`src/rtl/decode_stage.sv`:
```
// Instruction decode stage: field decode, register read, load-use stall with
// single-entry replay, local JMP resolution, EX redirect muxing and ID/EX register.
module decode_stage (
    input  logic        clk,
    input  logic        reset,
    input  logic [15:0] if_instr,
    input  logic [7:0]  if_pc,
    input  logic        if_valid,
    output logic [3:0]  rf_raddr1,
    output logic [3:0]  rf_raddr2,
    input  logic [7:0]  rf_rdata1,
    input  logic [7:0]  rf_rdata2,
    input  logic        ex_redirect,
    input  logic [7:0]  ex_target,
    output logic        stall,
    output logic        flush,
    output logic        pc_sel,
    output logic [7:0]  branch_target,
    output logic        id_valid,
    output logic [7:0]  id_pc,
    output logic [3:0]  id_op,
    output logic [3:0]  id_rd,
    output logic [3:0]  id_rs1,
    output logic [3:0]  id_rs2,
    output logic [7:0]  id_rs1_data,
    output logic [7:0]  id_rs2_data,
    output logic [7:0]  id_imm,
    output logic        id_reg_write,
    output logic        id_mem_read,
    output logic        id_mem_write,
    output logic        id_is_branch,
    output logic        id_halt,
    output logic        id_illegal
);
    logic        pend_valid;
    logic [15:0] pend_instr;
    logic [7:0]  pend_pc;

    logic [15:0] cur_instr;
    logic [7:0]  cur_pc;
    logic        cur_valid;
    logic [3:0]  op;
    logic [7:0]  sext_imm;

    logic [3:0]  dec_rd, dec_rs1, dec_rs2;
    logic [7:0]  dec_imm;
    logic        use_rs1, use_rs2;
    logic        dec_reg_write, dec_mem_read, dec_mem_write;
    logic        dec_branch, dec_halt, dec_illegal, dec_jmp;
    logic        hazard, jmp_issue, issue;

    // The replay register always takes precedence over the fetch slot.
    assign cur_instr = pend_valid ? pend_instr : if_instr;
    assign cur_pc    = pend_valid ? pend_pc    : if_pc;
    assign cur_valid = pend_valid | if_valid;
    assign op        = cur_instr[15:12];
    assign sext_imm  = {{4{cur_instr[3]}}, cur_instr[3:0]};

    always_comb begin
        dec_rd        = 4'd0;
        dec_rs1       = 4'd0;
        dec_rs2       = 4'd0;
        dec_imm       = 8'd0;
        use_rs1       = 1'b0;
        use_rs2       = 1'b0;
        dec_reg_write = 1'b0;
        dec_mem_read  = 1'b0;
        dec_mem_write = 1'b0;
        dec_branch    = 1'b0;
        dec_halt      = 1'b0;
        dec_illegal   = 1'b0;
        dec_jmp       = 1'b0;
        case (op)
            4'h1, 4'h2, 4'h3, 4'h4, 4'h5: begin
                dec_rd        = cur_instr[11:8];
                dec_rs1       = cur_instr[7:4];
                dec_rs2       = cur_instr[3:0];
                use_rs1       = 1'b1;
                use_rs2       = 1'b1;
                dec_reg_write = 1'b1;
            end
            4'h6: begin
                dec_rd        = cur_instr[11:8];
                dec_rs1       = cur_instr[7:4];
                use_rs1       = 1'b1;
                dec_imm       = sext_imm;
                dec_reg_write = 1'b1;
            end
            4'h7: begin
                dec_rd        = cur_instr[11:8];
                dec_imm       = cur_instr[7:0];
                dec_reg_write = 1'b1;
            end
            4'h8: begin
                dec_rd        = cur_instr[11:8];
                dec_rs1       = cur_instr[7:4];
                use_rs1       = 1'b1;
                dec_imm       = sext_imm;
                dec_mem_read  = 1'b1;
                dec_reg_write = 1'b1;
            end
            4'h9: begin
                dec_rs2       = cur_instr[11:8];
                dec_rs1       = cur_instr[7:4];
                use_rs1       = 1'b1;
                use_rs2       = 1'b1;
                dec_imm       = sext_imm;
                dec_mem_write = 1'b1;
            end
            4'hA: begin
                dec_rs1    = cur_instr[11:8];
                dec_rs2    = cur_instr[7:4];
                use_rs1    = 1'b1;
                use_rs2    = 1'b1;
                dec_imm    = cur_pc + 8'd1 + sext_imm;
                dec_branch = 1'b1;
            end
            4'hB:                dec_jmp     = 1'b1;
            4'hC, 4'hD, 4'hE:    dec_illegal = 1'b1;
            4'hF:                dec_halt    = 1'b1;
            default: ;
        endcase
    end

    assign rf_raddr1 = dec_rs1;
    assign rf_raddr2 = dec_rs2;

    assign hazard = cur_valid & id_valid & id_mem_read &
                    ((use_rs1 & (id_rd == dec_rs1)) | (use_rs2 & (id_rd == dec_rs2)));
    assign stall     = hazard & ~ex_redirect;
    assign jmp_issue = cur_valid & dec_jmp & ~ex_redirect;
    assign pc_sel    = ex_redirect | jmp_issue;
    assign flush     = pc_sel;
    assign branch_target = ex_redirect ? ex_target : cur_instr[7:0];
    assign issue     = cur_valid & ~ex_redirect & ~hazard & ~dec_jmp;

    always_ff @(posedge clk or posedge reset) begin
        if (reset) begin
            pend_valid   <= 1'b0;
            pend_instr   <= 16'd0;
            pend_pc      <= 8'd0;
            id_valid     <= 1'b0;
            id_pc        <= 8'd0;
            id_op        <= 4'd0;
            id_rd        <= 4'd0;
            id_rs1       <= 4'd0;
            id_rs2       <= 4'd0;
            id_rs1_data  <= 8'd0;
            id_rs2_data  <= 8'd0;
            id_imm       <= 8'd0;
            id_reg_write <= 1'b0;
            id_mem_read  <= 1'b0;
            id_mem_write <= 1'b0;
            id_is_branch <= 1'b0;
            id_halt      <= 1'b0;
            id_illegal   <= 1'b0;
        end else begin
            if (stall) begin
                // A stalled fetch-slot instruction is parked for replay.
                if (!pend_valid) begin
                    pend_instr <= if_instr;
                    pend_pc    <= if_pc;
                end
                pend_valid <= 1'b1;
            end else begin
                pend_valid <= 1'b0;
            end
            id_valid     <= issue;
            id_pc        <= issue ? cur_pc        : 8'd0;
            id_op        <= issue ? op            : 4'd0;
            id_rd        <= issue ? dec_rd        : 4'd0;
            id_rs1       <= issue ? dec_rs1       : 4'd0;
            id_rs2       <= issue ? dec_rs2       : 4'd0;
            id_rs1_data  <= issue ? rf_rdata1     : 8'd0;
            id_rs2_data  <= issue ? rf_rdata2     : 8'd0;
            id_imm       <= issue ? dec_imm       : 8'd0;
            id_reg_write <= issue & dec_reg_write;
            id_mem_read  <= issue & dec_mem_read;
            id_mem_write <= issue & dec_mem_write;
            id_is_branch <= issue & dec_branch;
            id_halt      <= issue & dec_halt;
            id_illegal   <= issue & dec_illegal;
        end
    end
endmodule

```
`config.mk`:
```
export PLATFORM = sky130hd
export DESIGN_NAME = decode_stage
export DESIGN_NICKNAME = d
export VERILOG_FILES = /design/src/rtl/decode_stage.sv
export SDC_FILE = /design/constraint.sdc
export NUM_CORES = 1
export LEC_CHECK = 0
export CAP_MARGIN = 30
export CORE_UTILIZATION = 25
export DETAILED_ROUTE_END_ITERATION = 10
export GPL_TIMING_DRIVEN = 1
export PLACE_DENSITY = 0.51
export SLEW_MARGIN = 20
export SYNTH_ARGS = -nofsm -noshare
export SYNTH_HDL_FRONTEND = slang
export SYNTH_SLANG_ARGS = --single-unit
```
`constraint.sdc`:
```
create_clock -name clk -period 4.5 [get_ports clk]
set_clock_uncertainty 0.15 [all_clocks]
set_input_delay 0.45 -clock clk [delete_from_list [all_inputs] [get_ports clk]]
set_output_delay 0.45 -clock clk [all_outputs]
set_load 0.02 [all_outputs]
```
Word level (Yosys, flattened, before mapping)

Index checks and enable logic that the tools add are counted.

Add/sub/neg operators: 2
Muxes and demuxes: 25
Equal/unequal tests: 17
Reductions and logical operators: 7
Bitwise gates (word level): 23

Operators by type and width:

| cell                | number |
|---|---|
| $mux 8              | 6 |
| $eq 4x4->1 const B  | 8 |
| $pmux 8 s3          | 1 |
| $mux 4              | 5 |
| $and 1x1->1         | 17 |
| $eq 4x3->1 const B  | 4 |
| $mux 16             | 1 |
| $reduce_or 8->1     | 2 |
| $pmux 4 s3          | 1 |
| $mux 1              | 10 |
| $reduce_or 9->1     | 1 |
| $add 8x1->8 const B | 1 |
| $add 8x8->8         | 1 |
| $eq 4x2->1 const B  | 2 |
| $eq 4x4->1          | 2 |
| $pmux 4 s2          | 1 |
| $reduce_or 7->1     | 1 |
| $reduce_or 3->1     | 2 |
| $reduce_or 5->1     | 1 |
| $eq 4x1->1 const B  | 1 |
| $not 1->1           | 3 |
| $or 1x1->1          | 3 |

Bits of input ports: 52
Register bits: 80
Output and inout bits: 74
Logic and storage cells: 92

Logic depth before layout (Yosys ltp)

Gate-level depths: netlist (run 1).

Word-level depth: 12
Depth in mapped cells: 15
Gate-level depth less buffers: 12

Least setup slack after synthesis (run 1)

OpenSTA, ideal clock, no wires.

Kind: register to register
Start: register pend_valid
End: register id_imm[6]
Data arrival time: 3.152 ns
Cell stages (with the launch flop): 16
Buffers on the path: 4
Clock period less this slack: 3.434 ns
Data required time: 4.218 ns
Setup slack: 1.066 ns
Library setup time: 0.132 ns
Cell sequence: dfrtp_1 -> buf_4 -> buf_4 -> buf_2 -> buf_1 -> mux2i_1 -> ha_1 -> inv_1 -> fa_1 -> a21o_1 -> a21o_1 -> a21o_1 -> a21oi_1 -> xnor2_1 -> a221oi_1 -> nor2_1

Cells in the longest elaborated chain, start to end: 12
Elaborated cells on any way between the ends: 41
Those cells by class: add/sub (2); eq/ne (13); mux (9); bitwise (12); reduce/logical (5)

Ends and longest elaborated chain:

| element                                                              | line | source |
|---|---|---|
| from (decl)                                                          | 35   | `logic pend_valid;` |
| from (signal assigned)                                               | 139  | `pend_valid <= 1'b0;` |
| from (signal assigned)                                               | 164  | `pend_valid <= 1'b1;` |
| from (signal assigned)                                               | 166  | `pend_valid <= 1'b0;` |
| parallel branches: the longest is 11 deep, another holds $add 8x1->8 | -    |  |
| $mux 8 (*)                                                           | 176  | `id_imm <= issue ? dec_imm : 8'd0;` |
| to (signal assigned)                                                 | 176  |  |
| to (decl)                                                            | 27   | `output logic [7:0] id_imm,` |

Mark *: on every way between the ends.
A chain may end at the register's enable or synchronous reset.

Worst setup path in the final report (run 1)

Start: register pend_valid
End: output port stall

Cells in the longest elaborated chain, start to end: 9
Elaborated cells on any way between the ends: 28
Those cells by class: eq/ne (11); mux (5); bitwise (8); reduce/logical (4)

Ends and longest elaborated chain:

| element                                                             | line | source |
|---|---|---|
| $mux 16                                                             | -    |  |
| $eq 4x4->1 (tied with other cells)                                  | 73   | `case (op)` |
| $reduce_or 8->1 (no line) / $reduce_or 5->1 (equally long branches) | -    |  |
| $pmux 4 s2 / $pmux 4 s3 (equally long branches)                     | 73   |  |
| $eq 4x4->1                                                          | 129  | `((use_rs1 & (id_rd == dec_rs1)) \| (use_rs2 & (id_rd == dec_rs2)));` |
| $and 1x1->1                                                         | 129  |  |
| $or 1x1->1                                                          | 129  |  |
| $and 1x1->1 (*)                                                     | 128  | `assign hazard = cur_valid & id_valid & id_mem_read &` |
| $and 1x1->1 (*)                                                     | 130  | `assign stall = hazard & ~ex_redirect;` |
| to (decl)                                                           | 15   | `output logic stall,` |

Every way passes the cells marked *; elsewhere a longest branch is shown, timed or not.

==> results of run 1 <==
kinds of logic after synthesis:
family	after synthesis	synth area share [%]
DFF	80	50.2
buffers and inverters	39	4.64
and+or+nand+nor	109	14.1
xor gates and xnor gates	7	1.54
muxes	62	17.4
AOI/OAI and AO/OA	55	9.44
adders and majority gates	8	2.70
cell usage in the layout (no fill, tap or decap), drive strengths merged, types with 13 or more instances in the layout:
cell type and n:
clkdlybuf4s50 125, dfrtp 80, mux2 51, nor2 39, inv 21, a21oi 19, nand2 19, buf 15
clkbuf 14, nor3 13
layer usage:
metal  wire, um  GRT usage (%)  share of wire, %  up-vias
met1       5660           20.7                48     1555
met3        617           3.20               5.2       13
met4        155           5.54               1.3        0
met2       5460           23.9                46       98
li1           -              -                 -     1538
met5          0              0                 0        -
state kept, by name, indices dropped and copies added (netlist names):
signal	flops
pend_instr	16
id_imm	8
id_pc	8
id_rs1_data	8
id_rs2_data	8
pend_pc	8
id_op	4
id_rd	4
id_rs1	4
id_rs2	4
id_halt	1
id_illegal	1
id_is_branch	1
id_mem_read	1
id_mem_write	1
id_reg_write	1
id_valid	1
pend_valid	1
worst max-delay path by stage:
stage / startpoint / to / slack, ps / cells past startpoint
floorplan: pend_valid$_DFF_PP0_ / id_imm[6]$_DFF_PP0_ / 1070 / 15
global placement: if_instr[13] / stall / 280 / 9
detailed placement: if_instr[13] / stall / 260 / 9
CTS: pend_valid$_DFF_PP0_ / stall / 40 / 8
global route: pend_valid$_DFF_PP0_ / stall / 40 / 8
finish: pend_valid$_DFF_PP0_ / stall / 220 / 8
synthesized netlist by cell type, drive strengths merged (7+ instances only):
| cell | count | area (um2) |
|---|---|---|
| nor2 | 39 | 146 |
| inv | 22 | 82.6 |
| a21o | 8 | 60.1 |
| dfrtp | 80 | 2000 |
| nand2 | 19 | 71.3 |
| ha | 7 | 87.6 |
| nor3 | 13 | 76.3 |
| buf | 12 | 83.8 |
| mux2 | 51 | 586 |
| mux2i | 11 | 110 |
| nand3 | 9 | 55.1 |
| a21oi | 19 | 95.1 |
| nand4 | 9 | 56.3 |
layout make-up:
| class | instances | area [um2] | share of cell area [%] |
|---|---|---|---|
| Sequential cell | 80 | 2000 | 34.2 |
| Inverter | 22 | 83.8 | 1.43 |
| Tap cell | 211 | 264 | 4.50 |
| Clock inverter | 2 | 35.0 | 0.598 |
| Clock buffer | 14 | 284 | 4.84 |
| Multi-Input combinational cell | 241 | 1800 | 30.8 |
| Timing Repair Buffer | 140 | 1390 | 23.7 |
critical path: stages, from the launching register on:
cell	delay, ps
sky130_fd_sc_hd__dfrtp_2	520
sky130_fd_sc_hd__mux2_4	410
sky130_fd_sc_hd__o21ai_0	400
sky130_fd_sc_hd__nand4_1	240
sky130_fd_sc_hd__and3_1	240
sky130_fd_sc_hd__nor4_1	440
sky130_fd_sc_hd__a32oi_2	190
sky130_fd_sc_hd__nor3_4	240
sky130_fd_sc_hd__clkdlybuf4s50_1	640
through the flow:
stage / power, mW / hold WS, ps / cell area (um2)
2_1_floorplan: 0.924 / 302 / 3990
3_3_place_gp: 1.07 / 312 / 5520
3_5_place_dp: 1.07 / 320 / 5520
4_1_cts: 1.87 / 336 / 5840
5_1_grt: 1.92 / 233 / 5860
6_report: 1.84 / 216 / 5860
what timing repair did:
item                                    CTS  global route
endpoints found under the setup margin    0             1
resized for setup                         0             1
hold endpoints to repair                  0             0
setup buffers                             0             0
power groups by stage:
stage | sequential (mW) | clock, mW | combinational, mW
after global routing | 0.748 | 0.834 | 0.341
after floorplan | 0.779 | 0 | 0.145
after global placement | 0.759 | 0 | 0.314
after CTS | 0.746 | 0.804 | 0.317
final | 0.746 | 0.782 | 0.314
after detailed placement | 0.759 | 0 | 0.316
==> run summary, run 1 <==
Outcome = finished clean
Maximum number of pins on one net before global-route repair = 53
Std-Cell Rows = 45
Internal power of the cells = 1.38 mW
Share of the core filled with cells in the final layout = 38.1%
Initial core utilization = 26.0%
Maximum fanout along the worst path = 13
Synthesized area per cell = 11.1 um2
HPWL after DPL = 8.82 mm
CP Capture Type = output port
CTS Root Cell = sky130_fd_sc_hd__clkbuf_16
Kind of critical path = reg2out
I/O Buffers = 125
Overall die height = 128 um
Depth of the worst register-to-register path = 9
Vias in the first global route = 3,312
Wire length after detailed routing = 11.9 mm
Initial drt markers = 155
Routed via count divided by cell count = 4.51
TritonCTS clock tree = built
I/O pin count = 126
Global route total overflow = 0
Detail Route Antenna Nets = 0
DR DRC count = 0
Inst Count DP = 693
Worst setup timing slack at the placement stage = 264 ps
Nets in the synthesized netlist = 420
Crit share post-route = 95.1%
Final weighted congestion in routability-driven placement = 0.849
Floorplan die width = 128 um
Fmax = 234 MHz
P_leak = 2.65 nW
Startpoint Class = flop
Share of total power in combinational logic = 17.0%
WL/cell = 16.8 um
Switch share = 25.2%
Filler cells = 1,553
Final number of hold-violating endpoints = 0
Post-route minimum period = 4280 ps
Worst Setup Slack, final = 221 ps
Post-Syn Instances = 360
Maximum clock path buffer count = 2
Worst supply voltage drop on vdd = 0.168 mV
Final std cells w/o fill = 710
Yosys warnings = 0
Sinks on the clock net = 80
Ratio of cells with drive above 1 in the final layout = 14.6%
Detailed-router iteration count before antenna repair = 4
Worst Max-Slew Pin Slew = 675 ps
Switch Pwr = 0.465 mW
Number of maximum-capacitance violations = 0
Antenna violations before repair = 0
Setup total negative slack = 0 ps
Post-cts hold buffer count = 0
Final-report max-slew violation count = 0
Net count reported at finish = 554
Inserted Clock Buffers = 9
Combined area of all synthesized cells = 3990 um2
Startpoint of the worst register-to-register path = pend_valid$_DFF_PP0_
Predominant post-synthesis flop cell = sky130_fd_sc_hd__dfrtp_1
Max-slew headroom at the worst pin = 54.7%
# diodes = 0
Post-synthesis sequential area ratio = 50.2%
Wire length of the first global-routing pass = 18.8 mm
Clock Power Share = 42.5%
Worst-case register-to-register setup slack = 780 ps
Synth Register Bits = 80
Total number of H-tree levels = 3
Hold Crit Class = in2async
RSZ-0062 raised after global routing = no
P per Cell Area = 314 nW/um2
FF-to-FF End = pend_instr[10]$_DFFE_PP0P_
Core area = 15,400 um2
Post-synthesis to final-layout area growth = 46.9%
Clk slew on worst S/H paths = 60 ps
Clock insertion delay at the later pin of the skew report = 340 ps
Data arrival time of the critical path = 3680 ps
Post-synth cell types = 51
Total via count in the routed design = 3,204
Number of endpoints failing setup at the final stage = 0
Die outline area = 16,500 um2
Share of synthesized registers carrying an async set or reset = 100%
Crit path required time = 3900 ps
Overall Global Routing Usage = 15.3%
Count of flip-flops with a built-in enable after synthesis = 0
Proportion of power drawn by flip-flops and latches = 40.5%
Power figures use the tool's default switching activity.
==> run 2, diff against run 1 <==
--- a/config.mk
+++ b/config.mk
@@ -6,6 +6,7 @@
 export NUM_CORES = 1
 export LEC_CHECK = 0
 export CAP_MARGIN = 30
+export CORE_MARGIN = 1.5
 export CORE_UTILIZATION = 25
 export DETAILED_ROUTE_END_ITERATION = 10
 export GPL_TIMING_DRIVEN = 1
==> run 2 against run 1 <==
Effect of this change:
- sequential share of layout area is 0.27 points higher
- sequential power hardly changed
- first-iteration DRC count is 34% lower
- die area is 1.6% higher
- critical path type unchanged
- largest cell class unchanged
- highest routed layer unchanged
==> run summary, run 2 (same netlist as run 1, synthesis figures left out) <==
Total via count in the routed design = 3,221 (+0.53%)
CP Capture Type = output port
Crit share post-route = 96.6% (+1.5 points)
Crit path required time = 3900 ps (about the same)
Inserted Clock Buffers = 9 (unchanged)
Final hold slack = 305 ps (+88.5 ps)
Final weighted congestion in routability-driven placement = 0.830 (-2.2%)
Maximum number of pins on one net before global-route repair = 36 (-32%)
P_leak = 2.62 nW (-1.1%)
Worst setup timing slack at the placement stage = 232 ps (-32.8 ps)
HPWL after DPL = 8.93 mm (+1.2%)
Startpoint Class = flop
Post-route minimum period = 4340 ps (+65.8 ps)
Maximum fanout along the worst path = 13 (unchanged)
Std-Cell Rows = 46 (+2.2%)
Wire length of the first global-routing pass = 18.6 mm (-0.85%)
Global route total overflow = 0 (unchanged)
Startpoint of the worst register-to-register path = pend_valid$_DFF_PP0_
Fmax = 230 MHz (-1.5%)
Sinks on the clock net = 80 (unchanged)
Setup total negative slack = 0 ps (unchanged)
Core area = 15,700 um2 (+2.2%)
Worst supply voltage drop on vdd = 0.146 mV (-13%)
Initial drt markers = 102 (-34%)
Final std cells w/o fill = 712 (+0.28%)
Switch share = 25.5% (+0.26 points)
Final number of hold-violating endpoints = 0 (unchanged)
Switch Pwr = 0.445 mW (-4.2%)
Hold Crit Class = in2async
Number of endpoints failing setup at the final stage = 0 (unchanged)
Depth of the worst register-to-register path = 9 (unchanged)
I/O Buffers = 125 (unchanged)
# diodes = 0 (unchanged)
Wire length after detailed routing = 11.8 mm (-0.42%)
Clock insertion delay at the later pin of the skew report = 340 ps (about the same)
Worst Setup Slack, final = 155 ps (-65.8 ps)
Vias in the first global route = 3,307 (-0.15%)
WL/cell = 16.6 um (-0.70%)
RSZ-0062 raised after global routing = no
Inst Count DP = 698 (+0.72%)
Internal power of the cells = 1.30 mW (-5.6%)
TritonCTS clock tree = built
Routed via count divided by cell count = 4.52 (+0.25%)
Final-report max-slew violation count = 0 (unchanged)
Post-synthesis to final-layout area growth = 45.7%
Top register by number of flip-flops = pend_instr
Total number of H-tree levels = 3 (unchanged)
Floorplan die width = 129 um (+0.78%)
Most common cell after layout, fill and taps aside = sky130_fd_sc_hd__clkdlybuf4s50_1
I/O pin count = 126 (unchanged)
Number of maximum-capacitance violations = 0 (unchanged)
CTS Root Cell = sky130_fd_sc_hd__clkbuf_16
Clock Power Share = 39.3% (-3.2 points)
DR DRC count = 0 (unchanged)
Worst-case register-to-register setup slack = 710 ps (-70 ps)
Max-slew headroom at the worst pin = 48.0% (-6.7 points)
Share of total power in combinational logic = 17.9% (+0.9 points)
Worst Max-Slew Pin Slew = 773 ps (+97.6 ps)
Clk slew on worst S/H paths = 60 ps (about the same)
Kind of critical path = reg2out
Flip-flop count of the largest register after layout = 16 (unchanged)
Antenna violations before repair = 0 (unchanged)
FF-to-FF End = pend_instr[10]$_DFFE_PP0P_
Initial core utilization = 25.4% (-0.56 points)
Data arrival time of the critical path = 3740 ps (+60 ps)
Outcome = finished clean
Proportion of power drawn by flip-flops and latches = 42.7% (+2.2 points)
P per Cell Area = 300 nW/um2 (-4.5%)
Setup Buffers After CTS = 0 (unchanged)
Die outline area = 16,700 um2 (+1.6%)
Net count reported at finish = 553 (-0.18%)
Most frequent cells in the layout = 125 x sky130_fd_sc_hd__clkdlybuf4s50_1, 79 x sky130_fd_sc_hd__dfrtp_1, 39 x sky130_fd_sc_hd__nor2_1
Overall Global Routing Usage = 15.0% (-0.31 points)
Total design power = 1.75 mW (-5.2%)
Overall die height = 129 um (+0.78%)
Ratio of cells with drive above 1 in the final layout = 13.9% (-0.72 points)
Detail Route Antenna Nets = 0 (unchanged)
Detailed-router iteration count before antenna repair = 4 (unchanged)
Maximum clock path buffer count = 2 (unchanged)
run 2: cell types whose count changed in the layout (fill, tap and decap cells not counted), sizes merged:
cell    before  now
buf         15   14
clkinv       2    1
bufinv       1    0
run 2: power by group through the flow:
stage / Sequential [mW] / Clock, mW / Combinational (mW)
CTS: 0.746 / 0.711 / 0.318
detailed placement: 0.759 / 0 / 0.317
finish: 0.746 / 0.687 / 0.313
global route: 0.748 / 0.736 / 0.341
global placement: 0.759 / 0 / 0.313
floorplan: 0.779 / 0 / 0.145
run 2: layout make-up:
cell class,instances,area (um2)
Fill cell,1569,9900
Timing Repair Buffer,139,1380
Tap cell,216,270
Inverter,22,83.8
Clock buffer,14,274
Multi-Input combinational cell,241,1800
Sequential cell,80,2000
run 2: worst max-delay path by stage:
stage                               startpoint                  end  slack [ps]  depth (start not counted)
after floorplan           pend_valid$_DFF_PP0_  id_imm[6]$_DFF_PP0_        1070                         15
after global placement            if_instr[13]                stall         310                          9
after detailed placement          if_instr[13]                stall         230                          9
after CTS                 pend_valid$_DFF_PP0_                stall          10                          8
after global routing      pend_valid$_DFF_PP0_                stall          40                          9
final                     pend_valid$_DFF_PP0_                stall         160                          8
run 2: critical path, stage by stage, from the launching register on:
cell	delay, ps
sky130_fd_sc_hd__dfrtp_2	540
sky130_fd_sc_hd__mux2_4	410
sky130_fd_sc_hd__o21ai_0	390
sky130_fd_sc_hd__nand4_1	260
sky130_fd_sc_hd__and3_1	260
sky130_fd_sc_hd__nor4_1	480
sky130_fd_sc_hd__a32oi_2	180
sky130_fd_sc_hd__nor3_4	240
sky130_fd_sc_hd__clkdlybuf4s50_1	650
run 2: metrics by stage:
step | util (%) | instance area [um2]
floorplan | - | 3990
global placement | 35.1 | 5520
detailed placement | 35.3 | 5540
CTS | 37.0 | 5820
global route | 37.0 | 5820
finish | 37.0 | 5820
run 2: timing repair:
action	4_1_cts	5_1_grt
gates resized for setup	0	1
hold buffers	0	0
endpoints found under the setup margin	0	1
run 2: layer usage:
metal  global-route usage (%)  vias to the layer above  routed length [um]  part of all wire (%)
met5                        0                        -                   0                     0
met4                     5.49                        0                 203                   1.7
met3                     3.67                       15                 616                   5.2
met2                     23.7                       88                5620                    47
met1                     19.8                     1591                5400                    46
li1                         -                     1527                   -                     -
==> run 3, diff against run 2 <==
--- a/config.mk
+++ b/config.mk
@@ -11,6 +11,7 @@
 export DETAILED_ROUTE_END_ITERATION = 10
 export GPL_TIMING_DRIVEN = 1
 export PLACE_DENSITY = 0.51
+export RECOVER_POWER = 100
 export SLEW_MARGIN = 20
 export SYNTH_ARGS = -nofsm -noshare
 export SYNTH_HDL_FRONTEND = slang
==> run 3 against run 2 <==
Effect of this change:
- setup slack lost 1.8 ps
- core utilization is 0.29 points lower
- global-route usage unchanged
- first-iteration DRC count fell by 9.8%
- register-to-register slack worse by 340 ps
- routed wire length rose by 0.41%
- non-clock buffer count is the same
- combinational power is 4% lower
- fmax is essentially flat
- final cell count unchanged
- sequential power about the same
- sequential cell count is the same
==> run summary, run 3 (same netlist as run 1, synthesis figures left out) <==
Data arrival time of the critical path = 3750 ps (about the same)
Total via count in the routed design = 3,237 (+0.50%)
Global route total overflow = 0 (unchanged)
Worst supply voltage drop on vdd = 0.147 mV (+0.62%)
Flip-flop count of the largest register after layout = 16 (unchanged)
RSZ-0062 raised after global routing = no
Maximum fanout along the worst path = 13 (unchanged)
HPWL after DPL = 8.93 mm (unchanged)
Antenna violations before repair = 0 (unchanged)
Final number of hold-violating endpoints = 0 (unchanged)
Outcome = finished clean
Wire length of the first global-routing pass = 18.6 mm (unchanged)
Initial core utilization = 25.4% (unchanged)
I/O Buffers = 125 (unchanged)
Max-slew headroom at the worst pin = 6.42% (-42 points)
CP Capture Type = output port
Floorplan die width = 129 um (unchanged)
Total design power = 1.73 mW (-0.73%)
TritonCTS clock tree = built
Inst Count DP = 698 (unchanged)
Initial drt markers = 92 (-9.8%)
Number of maximum-capacitance violations = 0 (unchanged)
Clk slew on worst S/H paths = 50 ps (about the same)
Crit share post-route = 96.6% (about the same)
Clock insertion delay at the later pin of the skew report = 340 ps (about the same)
Routed via count divided by cell count = 4.55 (+0.50%)
Crit path required time = 3900 ps (about the same)
Final-report max-slew violation count = 0 (unchanged)
Sinks on the clock net = 80 (unchanged)
Area of all placed cells without fillers = 5770 um2 (-0.80%)
Maximum number of pins on one net before global-route repair = 36 (unchanged)
Overall Global Routing Usage = 15.0% (unchanged)
Detailed-router iteration count before antenna repair = 4 (unchanged)
Total number of H-tree levels = 3 (unchanged)
Instance area at placement = 5540 um2 (unchanged)
Post-route minimum period = 4350 ps (+1.84 ps)
WL/cell = 16.7 um (+0.41%)
Startpoint of the worst register-to-register path = pend_valid$_DFF_PP0_
Sequential Area = 2000 um2 (unchanged)
P_leak = 2.78 nW (+5.9%)
Worst Max-Slew Pin Slew = 1400 ps (+631 ps)
Final weighted congestion in routability-driven placement = 0.830 (unchanged)
Worst setup startpoint = pend_valid$_DFF_PP0_
Wire length after detailed routing = 11.9 mm (+0.41%)
Post-cts hold buffer count = 0 (unchanged)
P per Cell Area = 300 nW/um2 (about the same)
Share of the core filled with cells in the final layout = 36.7% (-0.29 points)
Kind of critical path = reg2out
# diodes = 0 (unchanged)
Die outline area = 16,700 um2 (unchanged)
Top register by number of flip-flops = pend_instr
Inserted Clock Buffers = 9 (unchanged)
Worst Hold Launch = pend_instr[2]$_DFFE_PP0P_
DR DRC count = 0 (unchanged)
Most frequent cells in the layout = 79 x sky130_fd_sc_hd__dfrtp_1, 69 x sky130_fd_sc_hd__dlygate4sd3_1, 56 x sky130_fd_sc_hd__clkdlybuf4s50_1
Std-Cell Rows = 46 (unchanged)
I/O pin count = 126 (unchanged)
Overall die height = 129 um (unchanged)
Post-synthesis to final-layout area growth = 44.6%
Detail Route Antenna Nets = 0 (unchanged)
Net count reported at finish = 553 (unchanged)
Number of endpoints failing setup at the final stage = 0 (unchanged)
Filler cells = 1,576 (+0.45%)
Ratio of cells with drive above 1 in the final layout = 12.5% (-1.4 points)
Footprint of the multi-input gates = 1790 um2 (-0.83%)
Final std cells w/o fill = 712 (unchanged)
Fmax = 230 MHz (about the same)
Vias in the first global route = 3,307 (unchanged)
Setup total negative slack = 0 ps (unchanged)
Core area = 15,700 um2 (unchanged)
Startpoint Class = flop
Maximum clock path buffer count = 2 (unchanged)
CTS Root Cell = sky130_fd_sc_hd__clkbuf_16
Hold Crit Class = reg2reg
Most common cell after layout, fill and taps aside = sky130_fd_sc_hd__dfrtp_1
==> run 3: worst paths after layout <==
| kind | cells after the start | slack (ps) | endpoint |
|---|---|---|---|
| max | 8 | 150 | stall |
| min | 1 | 330 | pend_instr[2]$_DFFE_PP0P_ |
| max reg2reg | 11 | 370 | id_mem_write$_DFF_PP0_ |
| min reg2reg | 1 | 330 | pend_instr[2]$_DFFE_PP0P_ |
| max in group asynchronous | 4 | 1090 | id_rs2[2]$_DFF_PP0_ |
| min in group asynchronous | 2 | 680 | id_pc[6]$_DFF_PP0_ |
==> run 3: metrics by stage <==
stage | setup WS [ps] | hold slack, ps
floorplan | 1070 | 302
global placement | 309 | 312
global route | 36.0 | 348
detailed placement | 232 | 318
CTS | 10.7 | 306
finish | 153 | 330
==> run 3: cell type report <==
cell class	instances	area share, %
sequential	80	34.7
clock buffer	14	4.75
timing repair buffer	139	23.4
tap	216	4.68
inverter	22	1.45
multi-input combinational	241	31.0
==> run 3: layer usage <==
layer  up-vias  track usage [%]  share of wire, %
met5         -                0                 0
met4         0             5.49               1.7
met3        14             3.67               4.8
met2        94             23.7                48
met1      1602             19.8                45
li1       1527                -                 -
==> run 3: repair_timing <==
action                     in CTS  in global routing
setup endpoints to repair       0                  1
buffers inserted                0                  0
gates resized for setup         0                  1
==> run 3: critical path: stages, from the launching register on <==
cell and delay (ps):
sky130_fd_sc_hd__dfrtp_2 540, sky130_fd_sc_hd__mux2_4 410, sky130_fd_sc_hd__o21ai_0 380, sky130_fd_sc_hd__nand4_1 250, sky130_fd_sc_hd__and3_1 250, sky130_fd_sc_hd__nor4_1 490, sky130_fd_sc_hd__a32oi_2 180, sky130_fd_sc_hd__nor3_4 240
sky130_fd_sc_hd__clkdlybuf4s50_1 650
==> run 3: power breakdown <==
group | leakage (nW) | total, mW | internal, mW | switching, mW
logic | 1.54 | 0.299 | 0.137 | 0.163
registers | 1.10 | 0.745 | 0.738 | 0.00685
clock network | 0.135 | 0.689 | 0.413 | 0.275
total | 2.78 | 1.73 | 1.29 | 0.445
